===== config.mk =====
export PLATFORM = sky130hd
export DESIGN_NAME = ps2_rx
export DESIGN_NICKNAME = d
export VERILOG_FILES = /design/src/rtl/ps2_defs.sv /design/src/rtl/ps2_fifo.sv /design/src/rtl/ps2_rx.sv
export SDC_FILE = /design/constraint.sdc
export NUM_CORES = 1
export LEC_CHECK = 0
export ABC_AREA = 1
export BUFFER_PORTS_ARGS = -buffer_cell sky130_fd_sc_hd__clkbuf_2
export CORE_ASPECT_RATIO = 0.6
export CORE_MARGIN = 1
export CORE_UTILIZATION = 51
export CTS_CLUSTER_DIAMETER = 40
export CTS_CLUSTER_SIZE = 8
export DETAILED_ROUTE_END_ITERATION = 8
export PLACE_DENSITY = 0.79
export SLEW_MARGIN = 20
export SYNTH_ARGS = -nofsm -noshare
export SYNTH_HDL_FRONTEND = slang
export SYNTH_SLANG_ARGS = --single-unit

===== constraint.sdc =====
create_clock -name clk_core -period 2.7 [get_ports clk_core]
set_clock_uncertainty 0.2 [all_clocks]
set_input_delay 0.54 -clock clk_core [delete_from_list [all_inputs] [get_ports clk_core]]
set_output_delay 0.54 -clock clk_core [all_outputs]
set_load 0.01 [all_outputs]

===== src/rtl/ps2_defs.sv =====
// Shared PS/2 receive definitions: FSM encoding, frame geometry and parity sense.
package ps2_defs;

  typedef enum logic [1:0] {
    ST_IDLE   = 2'd0,
    ST_DATA   = 2'd1,
    ST_PARITY = 2'd2,
    ST_STOP   = 2'd3
  } ps2_state_e;

  localparam int DATA_BITS  = 8;
  localparam int FRAME_BITS = 11;
  // Frame minus start, parity and stop leaves the data-bit index range.
  localparam int IDX_W      = $clog2(FRAME_BITS - 3);
  localparam logic PARITY_ODD = 1'b1;

  function automatic logic frame_ok(input logic [DATA_BITS-1:0] data,
                                    input logic parity,
                                    input logic stop);
    return stop && ((^data ^ parity) == PARITY_ODD);
  endfunction

endpackage


===== src/rtl/ps2_fifo.sv =====
// Small synchronous FIFO with occupancy counter; head is read straight from the storage registers.
module ps2_fifo #(
  parameter int WIDTH = 8,
  parameter int DEPTH = 4
) (
  input  logic                     i_clk,
  input  logic                     i_rst_n,
  input  logic                     i_push,
  input  logic [WIDTH-1:0]         i_push_data,
  input  logic                     i_pop,
  output logic [WIDTH-1:0]         o_head,
  output logic                     o_full,
  output logic                     o_empty,
  output logic [$clog2(DEPTH):0]   o_count
);

  localparam int AW = $clog2(DEPTH);

  logic [WIDTH-1:0] r_mem [DEPTH];
  logic [AW-1:0]    r_wr_ptr;
  logic [AW-1:0]    r_rd_ptr;
  logic [AW:0]      r_count;
  logic             w_do_push;
  logic             w_do_pop;

  assign o_empty   = (r_count == '0);
  assign o_full    = (r_count == (AW+1)'(DEPTH));
  assign w_do_pop  = i_pop & ~o_empty;
  // A push into a full FIFO only fits if the head leaves in the same cycle.
  assign w_do_push = i_push & (~o_full | w_do_pop);
  assign o_head    = r_mem[r_rd_ptr];
  assign o_count   = r_count;

  always_ff @(posedge i_clk or negedge i_rst_n) begin
    if (!i_rst_n) begin
      for (int i = 0; i < DEPTH; i++) r_mem[i] <= '0;
      r_wr_ptr <= '0;
      r_rd_ptr <= '0;
      r_count  <= '0;
    end else begin
      if (w_do_push) begin
        r_mem[r_wr_ptr] <= i_push_data;
        r_wr_ptr        <= r_wr_ptr + 1'b1;
      end
      if (w_do_pop) r_rd_ptr <= r_rd_ptr + 1'b1;
      case ({w_do_push, w_do_pop})
        2'b10:   r_count <= r_count + 1'b1;
        2'b01:   r_count <= r_count - 1'b1;
        default: r_count <= r_count;
      endcase
    end
  end

endmodule


===== src/rtl/ps2_rx.sv =====
// PS/2 device-to-host receiver: sync, glitch filter, frame FSM with timeout, scancode FIFO.
// Optional macro PS2_INHIBIT_EN drives clk_inhibit while the FIFO is full between frames.
module ps2_rx
  import ps2_defs::*;
#(
  parameter int FILTER_CYCLES  = 8,
  parameter int TIMEOUT_CYCLES = 4096,
  parameter int FIFO_DEPTH     = 4
) (
  input  logic       clk_core,
  input  logic       core_reset_n,
  input  logic       ps2_clk,
  input  logic       ps2_data,
  output logic [7:0] rd_data,
  output logic       rd_valid,
  input  logic       rd_ready,
  output logic       frame_err,
  output logic       overflow,
  input  logic       clr_flags,
  output logic       clk_inhibit
);

  localparam int FW = (FILTER_CYCLES > 1) ? $clog2(FILTER_CYCLES) : 1;
  localparam int TW = $clog2(TIMEOUT_CYCLES);
  localparam int CW = $clog2(FIFO_DEPTH) + 1;
  localparam logic [FW-1:0] FILT_MAX = FW'(FILTER_CYCLES - 1);
  localparam logic [TW-1:0] TMO_MAX  = TW'(TIMEOUT_CYCLES - 1);

  logic                 r_clk_meta, r_clk_sync, r_dat_meta, r_dat_sync;
  logic                 r_filt_clk;
  logic [FW-1:0]        r_filt_cnt;
  logic                 r_bit_evt;
  logic                 r_data_smp;
  ps2_state_e           r_state;
  logic [IDX_W-1:0]     r_bit_idx;
  logic [DATA_BITS-1:0] r_shift;
  logic                 r_parity;
  logic [TW-1:0]        r_tmo_cnt;
  logic                 r_frame_err;
  logic                 r_push;
  logic                 r_overflow;
  logic                 w_full, w_empty, w_pop, w_drop;
  logic [CW-1:0]        w_count;

  always_ff @(posedge clk_core or negedge core_reset_n) begin
    if (!core_reset_n) begin
      r_clk_meta <= 1'b1;
      r_clk_sync <= 1'b1;
      r_dat_meta <= 1'b1;
      r_dat_sync <= 1'b1;
    end else begin
      r_clk_meta <= ps2_clk;
      r_clk_sync <= r_clk_meta;
      r_dat_meta <= ps2_data;
      r_dat_sync <= r_dat_meta;
    end
  end

  // Filtered clock follows the pad only after FILTER_CYCLES stable cycles; a falling
  // transition latches data and raises a one-cycle bit event.
  always_ff @(posedge clk_core or negedge core_reset_n) begin
    if (!core_reset_n) begin
      r_filt_clk <= 1'b1;
      r_filt_cnt <= '0;
      r_bit_evt  <= 1'b0;
      r_data_smp <= 1'b1;
    end else begin
      r_bit_evt <= 1'b0;
      if (r_clk_sync != r_filt_clk) begin
        if (r_filt_cnt == FILT_MAX) begin
          r_filt_clk <= r_clk_sync;
          r_filt_cnt <= '0;
          if (r_filt_clk) begin
            r_bit_evt  <= 1'b1;
            r_data_smp <= r_dat_sync;
          end
        end else begin
          r_filt_cnt <= r_filt_cnt + 1'b1;
        end
      end else begin
        r_filt_cnt <= '0;
      end
    end
  end

  always_ff @(posedge clk_core or negedge core_reset_n) begin
    if (!core_reset_n) begin
      r_state     <= ST_IDLE;
      r_bit_idx   <= '0;
      r_shift     <= '0;
      r_parity    <= 1'b0;
      r_tmo_cnt   <= '0;
      r_frame_err <= 1'b0;
      r_push      <= 1'b0;
    end else begin
      r_frame_err <= 1'b0;
      r_push      <= 1'b0;
      if (r_bit_evt) begin
        r_tmo_cnt <= '0;
        case (r_state)
          ST_IDLE: begin
            if (!r_data_smp) begin
              r_state   <= ST_DATA;
              r_bit_idx <= '0;
            end
          end
          ST_DATA: begin
            r_shift <= {r_data_smp, r_shift[DATA_BITS-1:1]};
            if (r_bit_idx == IDX_W'(DATA_BITS - 1)) r_state <= ST_PARITY;
            else r_bit_idx <= r_bit_idx + 1'b1;
          end
          ST_PARITY: begin
            r_parity <= r_data_smp;
            r_state  <= ST_STOP;
          end
          ST_STOP: begin
            if (frame_ok(r_shift, r_parity, r_data_smp)) r_push <= 1'b1;
            else r_frame_err <= 1'b1;
            r_state <= ST_IDLE;
          end
          default: r_state <= ST_IDLE;
        endcase
      end else if (r_state == ST_IDLE) begin
        r_tmo_cnt <= '0;
      end else if (r_tmo_cnt == TMO_MAX) begin
        r_state     <= ST_IDLE;
        r_frame_err <= 1'b1;
        r_tmo_cnt   <= '0;
      end else begin
        r_tmo_cnt <= r_tmo_cnt + 1'b1;
      end
    end
  end

  assign w_pop  = rd_ready & ~w_empty;
  assign w_drop = r_push & w_full & ~w_pop;

  // r_shift holds the completed byte until the next frame's data bits arrive.
  ps2_fifo #(
    .WIDTH (DATA_BITS),
    .DEPTH (FIFO_DEPTH)
  ) u_fifo (
    .i_clk       (clk_core),
    .i_rst_n     (core_reset_n),
    .i_push      (r_push),
    .i_push_data (r_shift),
    .i_pop       (w_pop),
    .o_head      (rd_data),
    .o_full      (w_full),
    .o_empty     (w_empty),
    .o_count     (w_count)
  );

  always_ff @(posedge clk_core or negedge core_reset_n) begin
    if (!core_reset_n) r_overflow <= 1'b0;
    else if (w_drop) r_overflow <= 1'b1;
    else if (clr_flags) r_overflow <= 1'b0;
  end

  assign rd_valid  = (w_count != '0);
  assign frame_err = r_frame_err;
  assign overflow  = r_overflow;

`ifdef PS2_INHIBIT_EN
  logic r_inhibit;
  // Raised only between frames; held while full so a started frame is never cut.
  always_ff @(posedge clk_core or negedge core_reset_n) begin
    if (!core_reset_n) r_inhibit <= 1'b0;
    else r_inhibit <= w_full & (r_inhibit | (r_state == ST_IDLE));
  end
  assign clk_inhibit = r_inhibit;
`else
  assign clk_inhibit = 1'b0;
`endif

endmodule


==> qor.yml <==
path_max_fanout: 8
final_layout_size_suffix_gt1_frac: 0.128
gr-total-overflow: 0
setup_violations: 0
hp-class: "in2async"
synth-edff-count: 0
yosysWarnings: 0
path_cells: "nor2_1 > nand3_1 > nand2_4 > ha_1 > inv_1 > fa_1 > a21oi_1 > o21ai_0 > xor2_1"
postRouteWirelength_mm: 7.02
core_um2: 6940
grt_pass1_wl_mm: 12.4
async_reset_ff_frac: 1.00
grt_max_degree: 49
antenna_found_initial: 0
finalPower_w: 0.00333
dr.pass1.iters: 4
slowest_stage: "fa_1"
synth_largest_area_cell: "dfrtp_1"
rows: 23
grtUsageTotal: 0.213
cts_made_buffers: 9
peakVddDrop_uv: 497
end_kind: "register"
slew_headroom: 0.593
io_buffer_count: 16
synth_fp_nets: 441
hold_violations: 0
max_stage_delay_ns: 0.43
clockBufferDepth: 2
cts_root_buf: "clkbuf_16"
gp_congestion: 0.757
outcome: "finished clean"
max_cap_violations: 0
final_core_util: 0.623
nNetsFinal: 464
grt_pass1_vias: 2754
area_delta_synth_final_pct: 13.8
die_h_um: 68.8
ctsHtreeMaxLevel: 3
cts_resized: 0
synth_seq_cells: 78
routed_via_density: 5.06
postCtsHoldBufs: 0
finalCriticalPeriod_ns: 2.37
hpwl_mm: 4.95
syn_area_um2: 3790
fmax_mhz: 423
critPathKind: "reg2reg"
vias: 2766
synth_top_area_share: 0.475
clk_latency_ns: 0.33
cp.arrival_ns: 2.38
finalCritPeriodShare: 0.876
ys_types: 33
io_pins: 18
ys.flop_type: "dfrtp_1"
insertedDiodeCount: 0
post-cts-setup-buffers: 0
finalMaxSlewViolations: 0
cp.required_ns: 2.71
antenna_left: 0
dieArea_um2: 7800
p_leak_nw: 2.07
yosysSeqAreaShare: 0.516
initial_core_util: 0.547
tritoncts: "built"
syn_area_per_cell_um2: 9.06
cts.clk_slew.worst_paths_ns: 0.06
post_drt_wl_per_cell_um: 12.8
drtIter0Drc: 135
synth.area.top_cells: "dfrtp_1 (47%), nand2_1 (10%), o21a_1 (6.5%)"
worst_pin_slew_ns: 0.610
drc: 0
placed_cell_area_um2: 3970
critPathLaunchType: "register"
die_w_um: 113
clock_sinks: 78
fin_tns_setup_ns: 0
final_area_um2: 4320
rsz0062_at_grt: "no"
postSynthCellCount: 419
power_density_nw_per_um2: 772
-- synthesized netlist by cell type, types with 2 or more instances --
master    instances
nor2_1           44
inv_1            46
nor2_4            5
dfrtp_1          72
a21oi_1           8
o22ai_1           9
xnor2_1           2
nand2_2           4
o21a_1           33
clkbuf_1          2
buf_6             4
nand2_1         102
nor3b_1           2
xor2_1            7
buf_2             2
ha_1             15
a31oi_1           3
o21ai_0          29
dfstp_2           6
nor3_1            2
nand3_1           9
a32o_1            2
-- through the flow --
step                      hold slack (ns)  cells  setup slack, ns
after CTS                          0.0296    547            0.327
after global placement              0.147    531            0.330
after global routing               0.0493    547            0.145
after detailed placement            0.150    531            0.241
final                              0.0104    547            0.334
after floorplan                    0.0444    419            0.468
-- cell families after synthesis --
| family | after synthesis | share of synthesized area |
|---|---|---|
| buf+inv | 55 | 0.0640 |
| compound gates | 87 | 0.148 |
| fa+ha+maj | 16 | 0.0547 |
| xor+xnor | 9 | 0.0208 |
| flops | 78 | 0.516 |
| other cells | 1 | 0.000988 |
| simple gates | 173 | 0.196 |
-- cells in the final DEF, fill, tap and decap left out, types with 3 or more instances in the layout --
cell type and instances:
nor2_1 44, nand2_1 102, inv_1 46, clkbuf_2 15, clkbuf_16 9, o21a_1 33, a31oi_1 3, nand3_1 9
dfstp_2 6, o22ai_1 9, nand2_2 4, buf_4 6, nor2_4 5, dfrtp_1 72, a21oi_1 8, ha_1 15
o21ai_0 29, xor2_1 7, bufinv_16 3
-- per-layer routing --
layer,up-vias,global-route usage,wire (um)
met5,-,0,0
met1,1319,0.270,3510
li1,1396,-,-
met4,0,0.0822,55
met3,5,0.0752,293
met2,46,0.341,3160
-- area by class of cell --
cell class | instances | area [um2]
timing repair buffer | 21 | 120
inverter | 46 | 173
clock inverter | 5 | 106
clock buffer | 11 | 243
sequential | 78 | 1960
multi-input combinational | 286 | 1590
fill | 583 | 2620
tap | 100 | 125
-- flip-flops by register name (all words and copies together), names as in the netlist, 2 cells and up --
register / count
u_fifo.r_rd_ptr: 2
r_filt_cnt: 3
r_bit_idx: 3
r_tmo_cnt: 12
r_state: 2
r_shift: 8
u_fifo.o_count: 3
u_fifo.r_wr_ptr: 2
u_fifo.r_mem: 32
-- critical path, delay by kind of cell, from the launching register on --
family	cells	cell delay, ns
fa+ha+maj	2	0.61
simple gates	3	0.57
flops	1	0.40
compound gates	2	0.25
xor+xnor	1	0.15
buf+inv	1	0.07
-- power by group --
| part | switching (W) | total [W] | internal (W) |
|---|---|---|---|
| Sequential | 0.0000408 | 0.00129 | 0.00125 |
| Combinational | 0.000409 | 0.000657 | 0.000248 |
| Clock | 0.000461 | 0.00139 | 0.000931 |
-- final timing paths --
check / from / end / slack [ns] / depth (start not counted)
max: u_fifo.o_count[1] / u_fifo.o_count[2] / 0.33 / 9
min: core_reset_n / u_fifo.r_mem[26] / 0.01 / 1
max reg2reg: u_fifo.o_count[1] / u_fifo.o_count[2] / 0.33 / 9
min reg2reg: r_dat_meta / r_dat_sync / 0.16 / 0
max in group asynchronous: core_reset_n / r_clk_meta / 1.60 / 2
min in group clk_core: ps2_data / r_dat_meta / 0.09 / 1
Power figures use the tool's default switching activity.
